### config.mk
export PLATFORM = sky130hd
export DESIGN_NAME = dcf77_sync_clock
export DESIGN_NICKNAME = d
export VERILOG_FILES = /design/src/rtl/dcf77_sync_clock.sv
export SDC_FILE = /design/constraint.sdc
export NUM_CORES = 1
export LEC_CHECK = 0
export ABC_AREA = 1
export CORE_AREA = 8 8 157 159
export CTS_CLUSTER_SIZE = 12
export DETAILED_ROUTE_END_ITERATION = 6
export DIE_AREA = 0 0 165 167
export GPL_ROUTABILITY_DRIVEN = 0
export SKIP_LAST_GASP = 1
export SLEW_MARGIN = 20
export SYNTH_ARGS = -nofsm -noshare
export SYNTH_HDL_FRONTEND = slang
export SYNTH_SLANG_ARGS = --single-unit
### constraint.sdc
create_clock -name clk -period 5.7 [get_ports clk]
set_input_delay 1.14 -clock clk [delete_from_list [all_inputs] [get_ports clk]]
set_output_delay 1.14 -clock clk [all_outputs]
set_load 0.02 [all_outputs]
### src/rtl/dcf77_sync_clock.sv
// DCF77-qualified free-running BCD date/time clock with leap-year and leap-second handling.
// Frames are checked against local time; a lock/holdover state machine decides whether to load them.
module dcf77_sync_clock #(
  parameter int TICKS_PER_SEC = 100,
  parameter int SYNC_PHASE    = 7,
  parameter int CONFIRM       = 2,
  parameter int REJECT_MAX    = 3,
  parameter int HOLDOVER_SEC  = 3600,
  parameter bit Y00_LEAP      = 1'b1
) (
  input  logic       reset,
  input  logic       clk,
  input  logic       clk_en,
  input  logic       dcf77_sync,
  input  logic       leap_announce,
  input  logic [7:0] dcf77_year,
  input  logic [7:0] dcf77_month,
  input  logic [7:0] dcf77_day,
  input  logic [2:0] dcf77_day_of_week,
  input  logic [7:0] dcf77_hour,
  input  logic [7:0] dcf77_minute,
  output logic [7:0] clock_year,
  output logic [7:0] clock_month,
  output logic [7:0] clock_day,
  output logic [2:0] clock_day_of_week,
  output logic [7:0] clock_hour,
  output logic [7:0] clock_minute,
  output logic [7:0] clock_second,
  output logic       locked,
  output logic       holdover,
  output logic       reject,
  output logic       sec_pulse
);
  localparam int CW = $clog2(TICKS_PER_SEC);
  localparam int HW = $clog2(HOLDOVER_SEC + 1);
  localparam logic [CW-1:0] TOP    = CW'(TICKS_PER_SEC - 1);
  localparam logic [CW-1:0] PHASE  = CW'(SYNC_PHASE);
  localparam logic [HW-1:0] HOLD_N = HW'(HOLDOVER_SEC);
  localparam logic [3:0]    CONF_N = 4'(CONFIRM);
  localparam logic [3:0]    REJ_N  = 4'(REJECT_MAX);

  localparam logic [1:0] S_FREE     = 2'd0;
  localparam logic [1:0] S_ACQUIRE  = 2'd1;
  localparam logic [1:0] S_LOCKED   = 2'd2;
  localparam logic [1:0] S_HOLDOVER = 2'd3;

  logic [CW-1:0] cnt;
  logic [HW-1:0] hold_tmr;
  logic [7:0]    year, month, day, hour, minute, second;
  logic [2:0]    dow;
  logic [1:0]    state, st_n;
  logic [3:0]    confirm, conf_n, rej_cnt, rcnt_n;
  logic          leap_pending;

  logic [7:0] n_year, n_month, n_day, n_hour, n_min, n_sec, day_max;
  logic [2:0] n_dow;
  logic       n_lp, leap_year, consistent, load, rej;

  function automatic logic [7:0] bcd_inc(input logic [7:0] v);
    return (v[3:0] == 4'h9) ? {v[7:4] + 4'h1, 4'h0} : {v[7:4], v[3:0] + 4'h1};
  endfunction

  // tens*10 mod 4 == tens*2 mod 4, so only tens[0] and ones[1:0] matter
  always_comb begin
    leap_year = (2'({year[4], 1'b0} + year[1:0]) == 2'b00);
    if (year == 8'h00) leap_year = Y00_LEAP;
    case (month)
      8'h02:                      day_max = leap_year ? 8'h29 : 8'h28;
      8'h04, 8'h06, 8'h09, 8'h11: day_max = 8'h30;
      default:                    day_max = 8'h31;
    endcase
  end

  always_comb begin
    n_sec = second; n_min = minute; n_hour = hour; n_day = day;
    n_month = month; n_year = year; n_dow = dow; n_lp = leap_pending;
    if (second == 8'h59 && leap_pending && minute == 8'h59) n_sec = 8'h60;
    else if (second >= 8'h59) begin
      n_sec = 8'h00;
      if (second == 8'h60) n_lp = 1'b0;
      if (minute >= 8'h59) begin
        n_min = 8'h00;
        if (hour >= 8'h23) begin
          n_hour = 8'h00;
          n_dow  = (dow >= 3'd7) ? 3'd1 : dow + 3'd1;
          if (day >= day_max) begin
            n_day = 8'h01;
            if (month >= 8'h12) begin
              n_month = 8'h01;
              n_year  = (year >= 8'h99) ? 8'h00 : bcd_inc(year);
            end else n_month = bcd_inc(month);
          end else n_day = bcd_inc(day);
        end else n_hour = bcd_inc(hour);
      end else n_min = bcd_inc(minute);
    end else n_sec = bcd_inc(second);
  end

  assign consistent = (second == 8'h00) && (dcf77_minute == minute) && (dcf77_hour == hour) &&
                      (dcf77_day == day) && (dcf77_month == month) && (dcf77_year == year) &&
                      (dcf77_day_of_week == dow);

  always_comb begin
    load = 1'b0; rej = 1'b0; st_n = state; conf_n = confirm; rcnt_n = rej_cnt;
    if (clk_en && dcf77_sync) begin
      case (state)
        S_FREE: begin
          load = 1'b1; conf_n = 4'd1;
          st_n = (CONF_N == 4'd1) ? S_LOCKED : S_ACQUIRE;
        end
        S_LOCKED: begin
          if (consistent) begin
            load = 1'b1; rcnt_n = 4'd0;
          end else begin
            rej = 1'b1; rcnt_n = rej_cnt + 4'd1;
            if (rcnt_n >= REJ_N) begin
              load = 1'b1; conf_n = 4'd1; rcnt_n = 4'd0; st_n = S_ACQUIRE;
            end
          end
        end
        default: begin
          load = 1'b1;
          if (consistent) begin
            conf_n = (confirm >= CONF_N) ? CONF_N : confirm + 4'd1;
            if (conf_n == CONF_N) begin
              st_n = S_LOCKED; rcnt_n = 4'd0;
            end
          end else begin
            rej = 1'b1; conf_n = 4'd1; st_n = S_ACQUIRE;
          end
        end
      endcase
    end
  end

  always_ff @(posedge clk or posedge reset) begin
    if (reset) begin
      cnt <= '0; hold_tmr <= '0; state <= S_FREE; confirm <= 4'd0; rej_cnt <= 4'd0;
      leap_pending <= 1'b0; reject <= 1'b0; sec_pulse <= 1'b0;
      year <= 8'h00; month <= 8'h01; day <= 8'h01; dow <= 3'd1;
      hour <= 8'h00; minute <= 8'h00; second <= 8'h00;
    end else begin
      reject    <= 1'b0;
      sec_pulse <= 1'b0;
      if (clk_en) begin
        state   <= st_n;
        confirm <= conf_n;
        rej_cnt <= rcnt_n;
        reject  <= rej;
        if (load) begin
          year <= dcf77_year; month <= dcf77_month; day <= dcf77_day; dow <= dcf77_day_of_week;
          hour <= dcf77_hour; minute <= dcf77_minute; second <= 8'h00;
          cnt <= PHASE; hold_tmr <= '0;
          leap_pending <= leap_pending | leap_announce;
        end else if (cnt == TOP) begin
          cnt <= '0;
          year <= n_year; month <= n_month; day <= n_day; dow <= n_dow;
          hour <= n_hour; minute <= n_min; second <= n_sec;
          leap_pending <= n_lp;
          sec_pulse <= 1'b1;
          if (hold_tmr != HOLD_N) hold_tmr <= hold_tmr + HW'(1);
          if (st_n == S_LOCKED && hold_tmr >= HOLD_N - HW'(1)) state <= S_HOLDOVER;
        end else begin
          cnt <= cnt + CW'(1);
        end
      end
    end
  end

  assign clock_year = year;   assign clock_month = month;   assign clock_day = day;
  assign clock_hour = hour;   assign clock_minute = minute; assign clock_second = second;
  assign clock_day_of_week = dow;
  assign locked   = (state == S_LOCKED);
  assign holdover = (state == S_HOLDOVER);
endmodule

======== After elaboration in Yosys (flattened, before gate mapping) ========
Cells that the tools add are included.
cells by class
  $add $sub $neg .......................... 18
  magnitude comparators ................... 10
  eq/ne operators ......................... 29
  multiplexer cells ....................... 95
  bitwise gates (word level) .............. 2
  reduce and logical (&&, ||, !) cells .... 47
operators with widths
  kind                                                               count
  two-way mux 8 bit                                                  45
  adder 4 x 1 -> 4 bit, second input constant                        14
  == test 8 bit                                                      5
  two-way mux 12 bit                                                 3
  two-way mux 4 bit                                                  8
  == test 4 bit, second input constant                               6
  == test 8 x 7 -> 1 bit, second input constant                      3
  two-way mux 3 bit                                                  7
  AND reduction 5 bit                                                4
  nonzero test 2 bit                                                 10
  two-way mux 1 bit                                                  18
  == test 8 x 3 -> 1 bit, second input constant                      2
  greater-or-equal comparator 8 x 7 -> 1 bit, second input constant  2
  logical NOT 8 bit                                                  2
  two-way mux 2 bit                                                  8
  one-hot mux 4 bit (2 select lines)                                 2
  AND reduction 8 bit                                                2
  nonzero test 3 bit                                                 5
  two-way mux 7 bit                                                  2
  AND reduction 7 bit                                                2
  adder 12 x 1 -> 12 bit, second input constant                      1
  greater-or-equal comparator 12 bit, second input constant          1
  inequality test 12 bit, second input constant                      1
  AND reduction 6 bit                                                2
  other kinds (30)                                                   46
storage, ports and cells
  register bits after elaboration ......... 83
  output and inout port bits .............. 55
  word-level logic and storage cells ...... 222

======== Depth between registers and ports, before layout ========
Gate-level depths: netlist of run 1.
  word-level depth ........................ 15
  depth in mapped cells ................... 20
  depth with buffers taken out ............ 20

======== Worst setup path after synthesis of run 1 ========
Ideal clock, no wire load.
  path kind ............................... in2reg
  start point ............................. input port dcf77_month[7]
  end point ............................... register hour[4] (netlist: clock_hour[4])
  setup time .............................. 0.119 ns
  arrival time ............................ 2.566 ns
  data required time ...................... 5.581 ns
  slack ................................... 3.015 ns
  cell stages on the path ................. 13
  path buffers ............................ 1
  path through ............................ or2_1 -> nand2_1 -> nand2_1 -> nor2_1 -> nand2_1 -> nor2_1 -> nand3_2 -> nand2_2 -> nand2_4 -> buf_6 -> nand3b_4 -> nand2_2 -> o21a_1
between the ends
  cells in the longest elaborated chain, start to end .. 9
  elaborated cells on any way between the ends .. 14
RTL lines
  what                                                           line  text
  from (decl)                                                    17    input logic [7:0] dcf77_month,
  == test 8 bit (*)                                              99    (dcf77_day == day) && (dcf77_month == month) && (dcf77_year == year) &&
  logical AND 1 bit (*) (3 in a row)                             99
  two-way mux 1 bit (*)                                          111   if (consistent) begin
  two-way mux 1 bit (*)                                          105   case (state)
  two-way mux 1 bit (*)                                          104   if (clk_en && dcf77_sync) begin
  inequality test 2 bit (no line), or another cell as far along  --
  AND reduction 6 bit (no line)                                  --
  to (signal assigned)                                           157   hour <= n_hour; minute <= n_min; second <= n_sec;
  to (decl)                                                      49    logic [7:0] year, month, day, hour, minute, second;
Every way passes the cells marked *; elsewhere a longest branch is shown, timed or not.
A chain may end at the register's enable or synchronous reset.

======== Worst setup path in the final report of run 1 ========
  start point ............................. input port dcf77_hour[3]
  end point ............................... register minute[7] (netlist: clock_minute[7])
between the ends
  cells in the longest elaborated chain, start to end .. 11
  elaborated cells on any way between the ends .. 15
RTL lines
  what                                                           line  text
  from (decl)                                                    20    input logic [7:0] dcf77_hour,
  == test 8 bit (*)                                              98    assign consistent = (second == 8'h00) && (dcf77_minute == minute) && (dcf77_hour == hour) &&
  logical AND 1 bit (*) (2 in a row)                             98
  logical AND 1 bit (*) (3 in a row)                             99
  two-way mux 1 bit (*)                                          111
  two-way mux 1 bit (*)                                          105
  two-way mux 1 bit (*)                                          104
  inequality test 2 bit (no line), or another cell as far along  --
  AND reduction 5 bit (no line)                                  --
  to (signal assigned)                                           157
  to (decl)                                                      49
Marks and branches as above.

==> results of run 1 <==
-- worst paths after layout --
path / startpoint / endpoint / slack, ns / depth (start not counted)
max: dcf77_hour[3] / clock_minute[7] / 1.81 / 13
min: confirm[3] / confirm[3] / 0.50 / 2
max reg2reg: clock_second[5] / clock_minute[7] / 2.48 / 15
min reg2reg: confirm[3] / confirm[3] / 0.50 / 2
max in group asynchronous: reset / clock_year[6] / 3.46 / 3
min in group asynchronous: reset / sec_pulse / 1.23 / 2
-- power by group --
part           switching (mW)  leakage, nW  internal, mW  total (mW)
registers               0.189         1.07         0.692       0.881
logic                   0.622         2.63         0.442        1.06
clock network           0.257        0.171         0.444       0.701
-- flip-flops by register name (all words and copies together) (netlist names), 7 cells and up --
| register | count |
|---|---|
| clock_day | 8 |
| clock_year | 8 |
| clock_minute | 8 |
| clock_hour | 8 |
| clock_second | 8 |
| hold_tmr | 12 |
| clock_month | 8 |
| cnt | 7 |
-- metal layers --
metal	vias up	track usage (%)
li1	3230	-
met1	2887	19.8
met2	137	21.9
met3	18	2.86
met4	0	4.23
met5	-	0
-- layout make-up --
| type | instances | area share (%) |
|---|---|---|
| Multi-Input combinational cell | 715 | 46.5 |
| Sequential cell | 83 | 25.6 |
| Timing Repair Buffer | 105 | 12.8 |
| Inverter | 139 | 6.43 |
| Tap cell | 285 | 4.38 |
| Clock buffer | 11 | 2.98 |
| Clock inverter | 5 | 1.32 |
-- worst max-delay path, delay by kind of cell --
kind,cells,cell delay [ns]
buf+inv,1,0.50
xor+xnor,1,0.28
compound gates,3,0.87
simple gates,8,1.29
-- Yosys cell counts (2+ instances only) --
library cell,number
xor2_1,31
a21oi_1,18
inv_2,4
or2_2,3
nand3b_1,4
dfrtp_1,80
inv_1,134
and2_1,3
o211ai_1,2
buf_6,5
nand3_2,3
nand3_1,54
o21ai_2,3
nor2_1,99
buf_2,9
nor4_1,3
nand2_4,5
o21a_1,2
o31ai_1,4
nor2_2,2
o21ai_0,46
nand4_1,15
dfstp_2,3
nor3_1,15
o21ai_1,14
o22ai_1,6
xnor2_1,25
nand2_2,3
o21bai_1,4
ha_1,31
a31oi_1,4
nand2_1,301
-- cells by family after synthesis --
family / after synthesis
buffers and inverters: 155
flip-flops: 83
AND/OR/NAND/NOR: 515
XOR/XNOR: 56
adder cells (fa/ha/maj): 31
AO/OA/AOI/OAI: 113
-- per-stage QoR --
stage / hold slack, ns / util, % / cells / power (mW) / setup WS, ns
2_1_floorplan: 0.451 / - / 953 / 1.54 / 2.43
3_3_place_gp: 0.480 / 35.0 / 1327 / 1.95 / 1.52
3_5_place_dp: 0.485 / 35.0 / 1327 / 1.96 / 1.46
4_1_cts: 0.505 / 36.6 / 1343 / 2.67 / 1.82
5_1_grt: 0.515 / 36.6 / 1343 / 2.84 / 1.62
6_report: 0.501 / 36.6 / 1343 / 2.65 / 1.81
==> results.ini, run 1 <==
[logic_synthesis]
syn_nets=1032
synthTopCellsByArea=dfrtp_1, nand2_1, inv_1
synth.cell_area_um2=6490
area_share_of_and_or_nand_nor_cells_after_synthesis_pct=33.9
share_of_the_synthesized_area_in_compound_gates_ao_oa_aoi_oai_pct=10.7
synth-warning-count=0
synthDominantAreaCellType=dfrtp_1
synth_seq_cells=83
count_of_flip_flops_with_a_built_in_enable_after_synthesis=0
largest_family_of_logic_cells_by_synthesized_area=simple AND/OR/NAND/NOR gates
post_synth_num_cell_types=50
syn_area_per_cell_um2=6.81
synth-adder-area-share_pct=5.98
postSynthCellCount=953
portion_of_synthesized_cell_area_occupied_by_the_leading_cell_type_pct=30.8
yosysSeqAreaShare_pct=32.1
synth.mux.area_fraction_pct=0
synth_ff_type=dfrtp_1
post_synth_xor_area_fraction_pct=7.56
async_flop_share_pct=100

[timing]
setup-violations-final=0
setup_repair_after_global_routing_missed_its_margin=false
max_freq_ghz=0.257
slew-limit-headroom_pct=28.2
period_minus_slack_ns=3.89
hold_viol=0
tightest_slew_ns=1.08
timing.clock.skew_ns=0.00749
totalNegativeSetupSlack_ns=0
layout_worst_path_cycle_share_pct=68.2
slew_violations=0

[layout]
layout.nets=1132
final_common_cell=nand2_1
syn_to_final_growth_pct=25.4
layout.cells.most_common_list=nand2_1, inv_1, clkdlybuf4s50_1
ff_latch_area_um2=2080
fillerInstances=2345
insertedDiodeCount=0
post_route_cells_drive_above_1_share_pct=5.01
post-route-cell-area_um2=8140
multi_input_area_um2=3780

[global_routing]
largest_net_degree_at_the_start_of_global_routing=53
grt.overflow.total=0
grt_usage_pct=14.3
antenna_found_initial=0
grt_pass1_vias=5944
wire_length_of_the_first_global_routing_pass_mm=31.6

[outcome]
run_status=complete, no violations

[detailed_routing]
routed-via-count=6272
vias_per_cell=4.67
top_layer=met4
drt-wirelength-per-cell_um=14.5
wl_met3_um=974
detail_route.iter0.violations=431
detailroute.wirelength.met2_mm=8.58
post-route-drc-count=0
drt_wirelength_mm=19.4
m1WireLength_mm=9.54
detail_route.first_pass.iterations=5
antenna_left=0

[cts]
cts_tree=done
hold_buffers=0
cts_buffers=9
clk_pin_slew_worst_paths_ns=0.07
ctsLongestPathBuffers=2
cts-root-buf=clkbuf_16
cts_setup_buffers=0
cts_sinks=83
clk-insertion-delay-late_ns=0.35
cts-resized-gates=0
htree_levels=3

[floorplan]
io_pins=103
die_x_um=165
initial_core_utilization_pct=29.2
design.die.area_um2=27600
chipHeight_um=167
rows=55
core-area_um2=22200

[place]
detailed_place.area_um2=7780
port_buffers=102
hpwl_mm=15.2

[pwr]
pd_cells_nw_per_um2=325
irDropWorstVdd_mv=0.117
static-leakage-power_nw=3.87

[worst_setup_path]
critPathCaptureType=flop
cpMaxStageDelayCell=clkdlybuf4s50_1
crit_path_max_incr_delay_ns=0.50
timing.critical_path.from_type=primary input
worst_ep_arrival_time_ns=4.09
path_class=in2reg
cp_common_cell=nand2_1
critPathMaxFanout=52
critPathRequiredTime_ns=5.91
critical_path.cell_chain=clkdlybuf4s50_1 -> xnor2_1 -> nand2_1 -> nor2_1 -> nand2_1 -> nor2_1 -> nand3_2 -> nand2_2 -> nand2_4 -> o21ai_2 -> o21ai_1 -> nand2_1 -> o21ai_0

[run]
cap_violations=0

[hold_path]
timing.hold.worst.class=reg2reg

(Power assumes the default switching activity.)
==> inputs of run 2 (changes only) <==
Clock period 5.7 ns to 3.8 ns, I/O delays scaled along.
==> run 2 against run 1 <==
Effect of this change:
- combinational power up 52%
- global-route usage grew 0.20 points
- clock power rose by 20%
- core utilization decreased by 0.13 points
- wire length is 0.11% lower
- die area is the same
- critical path depth unchanged
- cell area decreased by 0.35%
- critical path type unchanged
- highest routed layer unchanged
==> results.ini, run 2 (synthesis gave the netlist of run 1 again) <==
[outcome]
run_status=complete, no violations

[worst_setup_path]
critPathMaxFanout=26  ; -50%
worst_ep_arrival_time_ns=3.33  ; -0.76 ns
setup.reg_to_reg.worst_slack_ns=0.76  ; -1.72 ns
critical_r2r_launch=clock_month[0]
critPathCaptureType=flop
crit_reg_reg_endpoint=clock_year[2]
critPathRequiredTime_ns=4.05  ; -1.86 ns
timing.critical_path.from_type=primary input
path_class=in2reg
cp-startpoint=dcf77_minute[6]
reg2reg_depth=15  ; unchanged

[cts]
cts_sinks=83  ; unchanged
hold_buffers=0  ; unchanged
cts_buffers=9  ; unchanged
htree_levels=3  ; unchanged
clk_pin_slew_worst_paths_ns=0.07  ; about the same
clk-insertion-delay-late_ns=0.36  ; about the same
cts-root-buf=clkbuf_16
ctsLongestPathBuffers=2  ; unchanged
cts-resized-gates=0  ; unchanged
cts_setup_buffers=0  ; unchanged
cts_tree=done

[global_routing]
antenna_found_initial=0  ; unchanged
wire_length_of_the_first_global_routing_pass_mm=31.9  ; +0.94%
grt.overflow.total=0  ; unchanged
grt_usage_pct=14.5  ; +0.20 points
grt_pass1_vias=6051  ; +1.8%
largest_net_degree_at_the_start_of_global_routing=84  ; +58%

[timing]
hold_viol=0  ; unchanged
layout_worst_path_cycle_share_pct=81.0
setup-violations-final=0  ; unchanged
max_freq_ghz=0.325
slew_violations=0  ; unchanged
slew-limit-headroom_pct=31.9  ; +3.7 points
tightest_slew_ns=1.02  ; -0.0562 ns
timing.clock.skew_ns=0.00994  ; +0.00245 ns
period_minus_slack_ns=3.08
totalNegativeSetupSlack_ns=0  ; unchanged
setup_repair_after_global_routing_missed_its_margin=false

[layout]
largest_register_ff_count=12  ; unchanged
final_common_cell=nand2_1
top_register=hold_tmr
syn_to_final_growth_pct=24.9
fillerInstances=2355  ; +0.43%
post_route_cells_drive_above_1_share_pct=5.18  ; +0.17 points
final_util_pct=36.5  ; -0.13 points
insertedDiodeCount=0  ; unchanged
layout.nets=1135  ; +0.27%
layout.cells.most_common_list=nand2_1, inv_1, clkdlybuf4s50_1

[pwr]
total_power_mw=3.77  ; +42%
pd_cells_nw_per_um2=465  ; +43%
irDropWorstVdd_mv=0.196  ; +67%
static-leakage-power_nw=3.85  ; -0.61%

[detailed_routing]
post-route-drc-count=0  ; unchanged
drt_wirelength_mm=19.4  ; -0.11%
vias_per_cell=4.68  ; +0.30%
detail_route.iter0.violations=448  ; +3.9%
antenna_left=0  ; unchanged
detail_route.first_pass.iterations=5  ; unchanged
drt-wirelength-per-cell_um=14.4  ; -0.34%
routed-via-count=6305  ; +0.53%

[floorplan]
rows=55  ; unchanged
initial_core_utilization_pct=29.2  ; unchanged
io_pins=103  ; unchanged
design.die.area_um2=27600  ; unchanged
core-area_um2=22200  ; unchanged
die_x_um=165  ; unchanged
chipHeight_um=167  ; unchanged

[hold_path]
min_path_cells=2  ; unchanged
min_from=confirm[3]
timing.hold.worst.class=reg2reg
hold-path-endpoint=confirm[3]

[place]
port_buffers=102  ; unchanged
hpwl_mm=15.2  ; +0.49%

[run]
cap_violations=0  ; unchanged

[run 2: cell count changes in the layout (fill, tap and decap cells not counted), sizes merged]
cell,change
clkbuf,+1
inv,-2
bufinv,-3
buf,+3
clkinvlp,+3
clkinv,+1
[run 2: routing by layer]
metal | wire (um) | track usage [%] | vias to the layer above
met5 | 0 | 0 | -
met4 | 233 | 4.27 | 0
met3 | 1070 | 2.74 | 13
met2 | 8840 | 22.7 | 163
met1 | 9250 | 19.8 | 2907
li1 | - | - | 3222
[run 2: per-stage QoR]
| step | instances | hold WS, ns | area [um2] | setup WS [ns] |
|---|---|---|---|---|
| after floorplan | 953 | 0.451 | 6490 | 0.908 |
| after global placement | 1330 | 0.476 | 7830 | 0.442 |
| after detailed placement | 1330 | 0.489 | 7830 | 0.371 |
| after CTS | 1346 | 0.500 | 8110 | 0.735 |
| after global routing | 1346 | 0.519 | 8110 | 0.295 |
| final | 1346 | 0.495 | 8110 | 0.722 |
[run 2: area by class of cell]
type	count	area, um2	share of cell area [%]
clock buffer	12	246	3.04
clock inverter	4	27.5	0.340
inverter	139	523	6.45
multi-input combinational	715	3780	46.6
sequential	83	2080	25.7
tap	285	357	4.40
timing repair buffer	108	1090	13.5
[run 2: worst max-delay path: stages]
cell and delay, ns:
clkdlybuf4s50_1 0.45, xnor2_1 0.35, nand2_1 0.15, nor2_1 0.13
nand2_1 0.05, nor2_1 0.16, nand3_2 0.16, nand2_2 0.13
nand2_4 0.22, buf_4 0.31, nand3b_4 0.13, nand2_2 0.10
o21a_1 0.22
[run 2: how the worst max path moves through the flow]
stage                         end  slack [ns]  depth (start not counted)
floorplan            clock_day[1]        0.91                          1
global placement    clock_hour[4]        0.44                         13
detailed placement  clock_hour[4]        0.37                         13
CTS                 clock_hour[4]        0.73                         13
global route        clock_year[1]        0.29                         17
finish              clock_hour[4]        0.72                         13
[run 2: report_power, final]
group / internal [mW] / switching (mW)
Sequential: 1.04 / 0.284
Combinational: 0.669 / 0.937
Clock: 0.460 / 0.379
Total: 2.17 / 1.60
